### src/rtl/toast_pkg.sv
// Shared ToastCore types and constants: the canonical NOP, the default reset PC and the IF/ID payload.
// Imported by the fetch stage, its hold buffer and the bench.
package toast_pkg;

  localparam logic [31:0] NOP_INST         = 32'h0000_0013;  // ADDI x0,x0,0
  localparam logic [31:0] RESET_PC_DEFAULT = 32'h0000_0000;

  typedef struct packed {
    logic        valid;
    logic [31:0] pc;
    logic [31:0] pc_plus4;
    logic [31:0] inst;
  } if_id_t;

endpackage

### src/rtl/toast_fetch_stage_if.sv
// Fetch-stage bundle: downstream control, IMEM port and IF/ID payload.
// Signal suffixes are from the fetch stage's point of view; master is the fetch stage itself.
interface toast_fetch_stage_if;

  logic        stall_i;
  logic        flush_i;
  logic        redirect_i;
  logic [31:0] redirect_pc_i;
  logic        imem_en_o;
  logic [31:0] imem_addr_o;
  logic [31:0] imem_data_i;
  logic        id_valid_o;
  logic [31:0] id_pc_o;
  logic [31:0] id_pc_plus4_o;
  logic [31:0] id_inst_o;
  logic        misalign_o;

  modport master (
    input  stall_i, flush_i, redirect_i, redirect_pc_i, imem_data_i,
    output imem_en_o, imem_addr_o, id_valid_o, id_pc_o, id_pc_plus4_o, id_inst_o, misalign_o
  );

  modport slave (
    output stall_i, flush_i, redirect_i, redirect_pc_i, imem_data_i,
    input  imem_en_o, imem_addr_o, id_valid_o, id_pc_o, id_pc_plus4_o, id_inst_o, misalign_o
  );

endinterface

### src/rtl/toast_fetch_stage_hold_buffer.sv
// One-entry skid holding {pc, inst} of an IMEM response that arrived while decode was stalled.
// Priority: clear, then capture, then drain; contents visible the cycle after capture.
module fetch_hold_buffer
  import toast_pkg::*;
(
  input  logic        clk_i,
  input  logic        rst_i,
  input  logic        capture_i,
  input  logic        drain_i,
  input  logic        clear_i,
  input  logic [31:0] pc_i,
  input  logic [31:0] inst_i,
  output logic        valid_o,
  output logic [31:0] pc_o,
  output logic [31:0] inst_o
);

  logic        valid_q;
  logic [31:0] pc_q;
  logic [31:0] inst_q;

  always_ff @(posedge clk_i or posedge rst_i) begin
    if (rst_i) begin
      valid_q <= 1'b0;
      pc_q    <= 32'h0;
      inst_q  <= NOP_INST;
    end else if (clear_i) begin
      valid_q <= 1'b0;
    end else if (capture_i) begin
      valid_q <= 1'b1;
      pc_q    <= pc_i;
      inst_q  <= inst_i;
    end else if (drain_i) begin
      valid_q <= 1'b0;
    end
  end

  assign valid_o = valid_q;
  assign pc_o    = pc_q;
  assign inst_o  = inst_q;

endmodule

### src/rtl/toast_fetch_stage.sv
// RV32I fetch stage: PC + synchronous IMEM, 2-cycle issue-to-IF/ID, stall absorbed by a one-entry hold buffer.
// TOAST_FETCH_MISALIGN_EXC_EN: misaligned redirects are dropped and flagged on misalign_o instead of being aligned.
module toast_fetch_stage
  import toast_pkg::*;
#(
  parameter logic [31:0] RESET_PC = RESET_PC_DEFAULT,
  parameter int          IMEM_AW  = 10
) (
  input  logic                clk_i,
  input  logic                rst_i,
  toast_fetch_stage_if.master fe
);

  if (IMEM_AW < 1 || IMEM_AW > 30) begin : g_aw_check
    $error("IMEM_AW must lie in 1..30");
  end

  logic [31:0] pc_f_q;
  logic        rsp_pending_q;
  logic [31:0] rsp_pc_q;
  if_id_t      id_q;

  logic        take_redirect;
  logic        clear_inflight;
  logic        hold_capture;
  logic        hold_drain;
  logic        hold_valid;
  logic [31:0] hold_pc;
  logic [31:0] hold_inst;
  logic [31:0] redirect_target;

  assign redirect_target = fe.redirect_pc_i & 32'hFFFF_FFFC;

`ifdef TOAST_FETCH_MISALIGN_EXC_EN
  logic misalign_d;
  logic misalign_q;

  assign misalign_d    = fe.redirect_i && (fe.redirect_pc_i[1:0] != 2'b00);
  assign take_redirect = fe.redirect_i && !misalign_d;

  always_ff @(posedge clk_i or posedge rst_i) begin
    if (rst_i) misalign_q <= 1'b0;
    else       misalign_q <= misalign_d;
  end

  assign fe.misalign_o = misalign_q;
`else
  assign take_redirect = fe.redirect_i;
  assign fe.misalign_o = 1'b0;
`endif

  assign clear_inflight = take_redirect || fe.flush_i;
  // A response arriving under stall is parked; it is released before the next one lands.
  assign hold_capture   = !clear_inflight && fe.stall_i && rsp_pending_q;
  assign hold_drain     = !clear_inflight && !fe.stall_i && hold_valid;

  fetch_hold_buffer u_hold (
    .clk_i     (clk_i),
    .rst_i     (rst_i),
    .capture_i (hold_capture),
    .drain_i   (hold_drain),
    .clear_i   (clear_inflight),
    .pc_i      (rsp_pc_q),
    .inst_i    (fe.imem_data_i),
    .valid_o   (hold_valid),
    .pc_o      (hold_pc),
    .inst_o    (hold_inst)
  );

  always_ff @(posedge clk_i or posedge rst_i) begin
    if (rst_i) begin
      pc_f_q        <= RESET_PC;
      rsp_pending_q <= 1'b0;
      rsp_pc_q      <= 32'h0;
      id_q          <= '{valid: 1'b0, pc: 32'h0, pc_plus4: 32'h4, inst: NOP_INST};
    end else if (take_redirect) begin
      pc_f_q        <= redirect_target;
      rsp_pending_q <= 1'b0;
      id_q.valid    <= 1'b0;
    end else if (fe.flush_i) begin
      rsp_pending_q <= 1'b0;
      id_q.valid    <= 1'b0;
    end else if (fe.stall_i) begin
      // No issue while stalled; any arriving response has gone to the hold buffer.
      rsp_pending_q <= 1'b0;
    end else begin
      pc_f_q        <= pc_f_q + 32'd4;
      rsp_pending_q <= 1'b1;
      rsp_pc_q      <= pc_f_q;
      if (hold_valid) begin
        id_q <= '{valid: 1'b1, pc: hold_pc, pc_plus4: hold_pc + 32'd4, inst: hold_inst};
      end else if (rsp_pending_q) begin
        id_q <= '{valid: 1'b1, pc: rsp_pc_q, pc_plus4: rsp_pc_q + 32'd4, inst: fe.imem_data_i};
      end else begin
        id_q.valid <= 1'b0;
      end
    end
  end

  assign fe.imem_en_o     = !rst_i && !fe.stall_i;
  assign fe.imem_addr_o   = pc_f_q;
  assign fe.id_valid_o    = id_q.valid;
  assign fe.id_pc_o       = id_q.pc;
  assign fe.id_pc_plus4_o = id_q.pc_plus4;
  assign fe.id_inst_o     = id_q.valid ? id_q.inst : NOP_INST;

endmodule

### src/flat_wrapper.sv
// flat-port wrapper written by rule: the top's interface ports become plain ports
module toast_fetch_stage_flat import toast_pkg::*;
#(
  parameter logic [31:0] RESET_PC = RESET_PC_DEFAULT,
  parameter int          IMEM_AW  = 10
)
  (clk_i, rst_i, fe_stall_i, fe_flush_i, fe_redirect_i, fe_redirect_pc_i, fe_imem_data_i, fe_imem_en_o, fe_imem_addr_o, fe_id_valid_o, fe_id_pc_o, fe_id_pc_plus4_o, fe_id_inst_o, fe_misalign_o);
  toast_fetch_stage_if fe_i ();
  input  logic clk_i;
  input  logic rst_i;
  input wire logic [$bits(fe_i.stall_i)-1:0] fe_stall_i;
  input wire logic [$bits(fe_i.flush_i)-1:0] fe_flush_i;
  input wire logic [$bits(fe_i.redirect_i)-1:0] fe_redirect_i;
  input wire logic [$bits(fe_i.redirect_pc_i)-1:0] fe_redirect_pc_i;
  input wire logic [$bits(fe_i.imem_data_i)-1:0] fe_imem_data_i;
  output wire logic [$bits(fe_i.imem_en_o)-1:0] fe_imem_en_o;
  output wire logic [$bits(fe_i.imem_addr_o)-1:0] fe_imem_addr_o;
  output wire logic [$bits(fe_i.id_valid_o)-1:0] fe_id_valid_o;
  output wire logic [$bits(fe_i.id_pc_o)-1:0] fe_id_pc_o;
  output wire logic [$bits(fe_i.id_pc_plus4_o)-1:0] fe_id_pc_plus4_o;
  output wire logic [$bits(fe_i.id_inst_o)-1:0] fe_id_inst_o;
  output wire logic [$bits(fe_i.misalign_o)-1:0] fe_misalign_o;
  assign fe_i.stall_i = fe_stall_i;
  assign fe_i.flush_i = fe_flush_i;
  assign fe_i.redirect_i = fe_redirect_i;
  assign fe_i.redirect_pc_i = fe_redirect_pc_i;
  assign fe_i.imem_data_i = fe_imem_data_i;
  assign fe_imem_en_o = fe_i.imem_en_o;
  assign fe_imem_addr_o = fe_i.imem_addr_o;
  assign fe_id_valid_o = fe_i.id_valid_o;
  assign fe_id_pc_o = fe_i.id_pc_o;
  assign fe_id_pc_plus4_o = fe_i.id_pc_plus4_o;
  assign fe_id_inst_o = fe_i.id_inst_o;
  assign fe_misalign_o = fe_i.misalign_o;
  toast_fetch_stage #(.RESET_PC(RESET_PC), .IMEM_AW(IMEM_AW)) u_core (.clk_i(clk_i), .rst_i(rst_i), .fe(fe_i));
endmodule
### config.mk
export PLATFORM = sky130hd
export DESIGN_NAME = toast_fetch_stage_flat
export DESIGN_NICKNAME = d
export VERILOG_FILES = /design/src/rtl/toast_pkg.sv /design/src/rtl/toast_fetch_stage_if.sv /design/src/rtl/toast_fetch_stage_hold_buffer.sv /design/src/rtl/toast_fetch_stage.sv /design/src/flat_wrapper.sv
export SDC_FILE = /design/constraint.sdc
export NUM_CORES = 1
export LEC_CHECK = 0
export BUFFER_PORTS_ARGS = -buffer_cell sky130_fd_sc_hd__buf_2
export CORE_MARGIN = 8
export CORE_UTILIZATION = 35
export CTS_BUF_LIST = sky130_fd_sc_hd__clkbuf_4
export DETAILED_ROUTE_END_ITERATION = 10
export SLEW_MARGIN = 15
export SYNTH_ARGS = -nofsm -noshare
export SYNTH_HDL_FRONTEND = slang
export SYNTH_SLANG_ARGS = --single-unit
### constraint.sdc
create_clock -name clk_i -period 8.1 [get_ports clk_i]
set_input_delay 0.81 -clock clk_i [delete_from_list [all_inputs] [get_ports clk_i]]
set_output_delay 0.81 -clock clk_i [all_outputs]
set_load 0.02 [all_outputs]
* Yosys cells after proc, flatten, opt, wreduce, memory -nomap -nowiden
Index checks and enable logic that the tools add are counted.
Storage, ports and cells: bits in registers 227, bits of input ports 69, output and inout port bits 131, logic and storage cells 51
Cells by class: $add $sub $neg 3, equal/unequal tests 3, multiplexer cells 16, bitwise operators 4, reductions and logical operators 15
Operators by type and width (number):
- 97-bit 2-to-1 mux | 2
- 32-bit 2-to-1 mux | 4
- 32-bit by 3-bit adder with 32-bit output (second input constant) | 3
- 96-bit 2-to-1 mux | 1
- 1-bit 2-to-1 mux | 9
- 1-bit logical AND | 5
- 2-bit by 1-bit != test with 1-bit output (second input constant) | 2
- 1-bit NOT | 4
- 2-bit AND reduction | 2
- 4-bit AND reduction | 1
- 1-bit zero test | 3
- 3-bit by 1-bit != test with 1-bit output (second input constant) | 1
- 3-bit AND reduction | 1
- 3-bit nonzero test | 1
- 2-bit nonzero test | 1
- 1-bit logical OR | 1

* Depth between registers and ports, before layout
depth in word-level cells 7, mapped depth 11, mapped depth without buffers 7

* Cells and area by module
From an unflattened synthesis, not the netlist that was laid out.
Unflattened totals: cell total of the unflattened synthesis 1082, area total of the unflattened synthesis 11312.1 um2
Modules (own cells, without submodules):
- toast_fetch_stage | times used 1, cells an instance 941, area each 8563.2 um2, sequential area each 3908.7 um2
- fetch_hold_buffer | times used 1, cells an instance 141, area each 2748.9 um2, sequential area each 1630.3 um2

* Least setup slack after synthesis
OpenSTA, ideal clock, no wires.
path type reg2reg, start point reg u_core.u_hold.valid_q (netlist: u_core.u_hold.valid_o), end point reg u_core.id_q (netlist bit u_core.fe.id_pc_plus4_o[26]), library setup time 69 ps, arrival 2817 ps, data required time 8031 ps, setup slack 5214 ps, cell stages (with the launch flop) 12, buffers on the path 4, period minus slack after synthesis 2886 ps, path through dfrtp_1 -> buf_6 -> buf_2 -> buf_2 -> buf_2 -> mux2_2 -> ha_1 -> nand4b_1 -> a21oi_1 -> nand3_2 -> or4_1 -> nand3_1
Between the ends: word-level cells in the longest chain between the ends 2, elaborated cells between the ends (all ways) 3, those cells by class mux: 1; reduce/logical: 2
RTL lines:
- from (decl) | line toast_fetch_stage_hold_buffer.sv:18 | logic valid_q;
- from (signal assigned) | line toast_fetch_stage_hold_buffer.sv:24 | valid_q <= 1'b0;
- from (signal assigned) | line toast_fetch_stage_hold_buffer.sv:28 | valid_q <= 1'b0;
- from (signal assigned) | line toast_fetch_stage_hold_buffer.sv:30 | valid_q <= 1'b1;
- 2-bit nonzero test (no source line)
- 4-bit AND reduction (no source line)
- to (signal assigned) | line toast_fetch_stage.sv:75 | id_q <= '{valid: 1'b0, pc: 32'h0, pc_plus4: 32'h4, inst: NOP_INST};
- to (signal assigned) | line toast_fetch_stage.sv:91 | id_q <= '{valid: 1'b1, pc: hold_pc, pc_plus4: hold_pc + 32'd4, inst: hold_inst};
- to (signal assigned) | line toast_fetch_stage.sv:93 | id_q <= '{valid: 1'b1, pc: rsp_pc_q, pc_plus4: rsp_pc_q + 32'd4, inst: fe.imem_data_i};
- to (decl) | line toast_fetch_stage.sv:21 | if_id_t id_q;
Several ways; a longest one is shown, not always the timed one. A chain may end at the register's enable or synchronous reset.

* Worst setup path in the final report
start point reg u_core.u_hold.valid_q (netlist: u_core.u_hold.valid_o), end point reg u_core.id_q (netlist bit u_core.fe.id_pc_plus4_o[21])
The elaborated chain is that of the path after synthesis.

==> flow_metrics.tcl <==
set metrics [dict create \
    drive_gt1_frac 0.346 \
    setup_tns_ns 0 \
    path_class "flop to flop" \
    gr-total-overflow 0 \
    fmax_ghz 0.240 \
    cp_slowest_cell "dfrtp_4" \
    num-fill-cells 3076 \
    ys_seq_area_frac 0.510 \
    cts_setup_buffers 0 \
    ys_ff_latch 217 \
    antenna_found_initial 1 \
    clockBufferDepth 3 \
    final_util 0.405 \
    setup_viol 0 \
    synthFlopType "dfrtp_1" \
    initial_core_util 0.352 \
    synth.avg_cell_area_sq_um 10.7 \
    ctsHoldBuffers 0 \
    wire_per_inst_um 16.8 \
    critPathLaunchType "flop" \
    clock_sinks 217 \
    p_leak_nw 5.70 \
    synth-simple-area-share 0.142 \
    synth_area_leaders "dfrtp_1 (49%), mux2_2 (10%), mux2i_1 (5.7%), nand2_1 (5.0%), o21ai_0 (4.8%)" \
    worstHoldPathType "primary input to asynchronous set/reset pin" \
    synth_warnings 0 \
    cts_tree "done" \
    synthMuxAreaShare 0.160 \
    cp_cell_sequence "buf_4 > nand4_1 > a22oi_1 > nand3_1 > or3_1 > a221o_1" \
    cp-end-kind "flop" \
    post_cts_resized 0 \
    hold_viol 0 \
    place.gp.congestion 0.798 \
    first_pass_iters 4 \
    tightest_slew_ns 1.04 \
    core_area_sq_mm 0.0303 \
    cts-buffers-inserted 61 \
    vias_per_cell 4.81 \
    finalNetCount 1210 \
    htreeDepth 2 \
    die_area_sq_mm 0.0363 \
    ys_types 53 \
    netlist_area_sq_mm 0.0107 \
    cts-root-buf "clkbuf_4" \
    crit_arrival_ns 4.73 \
    synth_edf_count 0 \
    synth.most_common_cell "dfrtp_1" \
    synth_common_cells "dfrtp_1 (210), nand2_1 (142), o21ai_0 (103), mux2_2 (97), buf_4 (68)" \
    max_stage_delay_ns 1.03 \
    hpwl_um 18600 \
    drcViolationCount 0 \
    critPathMaxFanout 67 \
    cp.required_ns 8.66 \
    synth_top_family_by_area "multiplexers" \
    status "completed" \
    placement.io_buffers 190 \
    period_needed_ns 4.17 \
    antenna_left 0 \
    drv_slew 0 \
    maxCapViolations 0 \
    grt_max_degree 136 \
    period_share 0.515 \
    synth_top_area_cell "dfrtp_1" \
    netlist_instances 995 \
    report.power.total_mw 3.06 \
    synth_top_area_frac 0.493 \
    clkTransAtPathRegs_ns 0.06 \
    grtUsageTotal 0.145 \
    async_reset_ff_frac 1.00 \
    fp-row-count 64 \
    peakVddDrop_uv 117 \
    relSlewSlack 0.310 \
    timing.hold.ws_ns 0.329 \
    die_y_um 191 \
    first_global_vias 7743 \
    skew_ns 0.0479 \
    io_pins 200 \
    grt_pass1_wl_um 42400 \
    synthAdderAreaFrac 0.00235 \
    num_vias 7629 \
    synth-compound-area-share 0.0771 \
    die_x_um 191 \
    rr_worst_depth 6 \
    power.density_mw_per_mm2 250 \
    clk_latency_ns 0.70 \
    synth-xor-area-share 0.0370 \
    rsz0062_at_grt "false" \
    wirelength_um 26600 \
    area_growth_pct 15.1 \
    drtIter0Drc 398 \
]
## layout make-up
| class | instances | area (sq um) | area share |
|---|---|---|---|
| Inverter | 3 | 18.8 | 0.00153 |
| Sequential cell | 217 | 5440 | 0.444 |
| Tap cell | 396 | 495 | 0.0404 |
| Clock buffer | 97 | 728 | 0.0594 |
| Timing Repair Buffer | 197 | 1010 | 0.0821 |
| Antenna cell | 2 | 5.00 | 0.000408 |
| Multi-Input combinational cell | 659 | 4510 | 0.368 |
| Clock inverter | 15 | 57.6 | 0.00469 |
## path summary, 6_finish.rpt
| path | startpoint | slack (ns) | end |
|---|---|---|---|
| max reg2reg | u_core.u_hold.valid_o | 3.93 | u_core.fe.id_pc_plus4_o[21] |
| max in group asynchronous | rst_i | 6.32 | u_core.rsp_pc_q[21] |
| min reg2reg | u_core.id_q[27] | 0.47 | u_core.id_q[27] |
| max | u_core.u_hold.valid_o | 3.93 | u_core.fe.id_pc_plus4_o[21] |
| min | rst_i | 0.33 | u_core.fe.imem_addr_o[29] |
| min in group clk_i | fe_redirect_pc_i[5] | 0.34 | u_core.fe.imem_addr_o[5] |
## worst max-delay path, delay by kind of cell (launching register included)
kind / cells / cell delay [ns]
AOI/OAI and AO/OA: 2 / 1.12
buffers and inverters: 1 / 0.64
DFF: 1 / 1.03
and+or+nand+nor: 3 / 1.25
## logic make-up (layout without fill, tap and decap cells)
logic type,after synthesis,count (layout)
AOI/OAI and AO/OA,143,143
xor gates and xnor gates,45,45
adders and majority gates,2,2
buffers and inverters,125,312
DFF,217,217
muxes,158,158
other,1,9
and+or+nand+nor,304,304
## layer usage
metal | GRT usage | up-vias | share of wire
li1 | - | 3753 | -
met2 | 0.214 | 227 | 0.43
met4 | 0.0430 | 0 | 0.018
met1 | 0.202 | 3607 | 0.48
met5 | 0 | - | 0
met3 | 0.0424 | 42 | 0.071
## cell usage in the layout (no fill, tap or decap), drive strengths merged, types with 26 or more instances in the layout
master | Yosys | final
nand4 | 26 | 26
clkbuf | 40 | 97
o21ai | 103 | 103
mux2i | 61 | 61
dfrtp | 210 | 210
mux2 | 97 | 97
buf | 82 | 197
and2 | 31 | 31
nand2 | 142 | 142
nand3 | 33 | 33
## report_power, final
part	leakage [nW]	internal, mW	switching, mW
clock	0.475	0.538	0.451
sequential	2.76	1.31	0.175
combinational	2.47	0.245	0.347
## state kept, by name (all words and copies together), names as in the netlist
signal	cells
u_core.id_q	32
u_core.u_hold.inst_o	32
u_core.fe.id_pc_o	30
u_core.fe.id_pc_plus4_o	30
u_core.fe.imem_addr_o	30
u_core.rsp_pc_q	30
u_core.u_hold.pc_o	30
u_core.fe.id_valid_o	1
u_core.rsp_pending_q	1
u_core.u_hold.valid_o	1
## per-stage QoR
stage / instance area [sq um] / setup slack, ns / std cells
final: 12300 / 3.93 / 1586
after global routing: 12300 / 3.64 / 1586
after CTS: 12300 / 3.88 / 1584
after detailed placement: 11500 / 3.90 / 1472
after global placement: 11500 / 3.93 / 1472
after floorplan: 10700 / 1.37 / 1001
No activity file was read; power rests on OpenSTA's default activity.
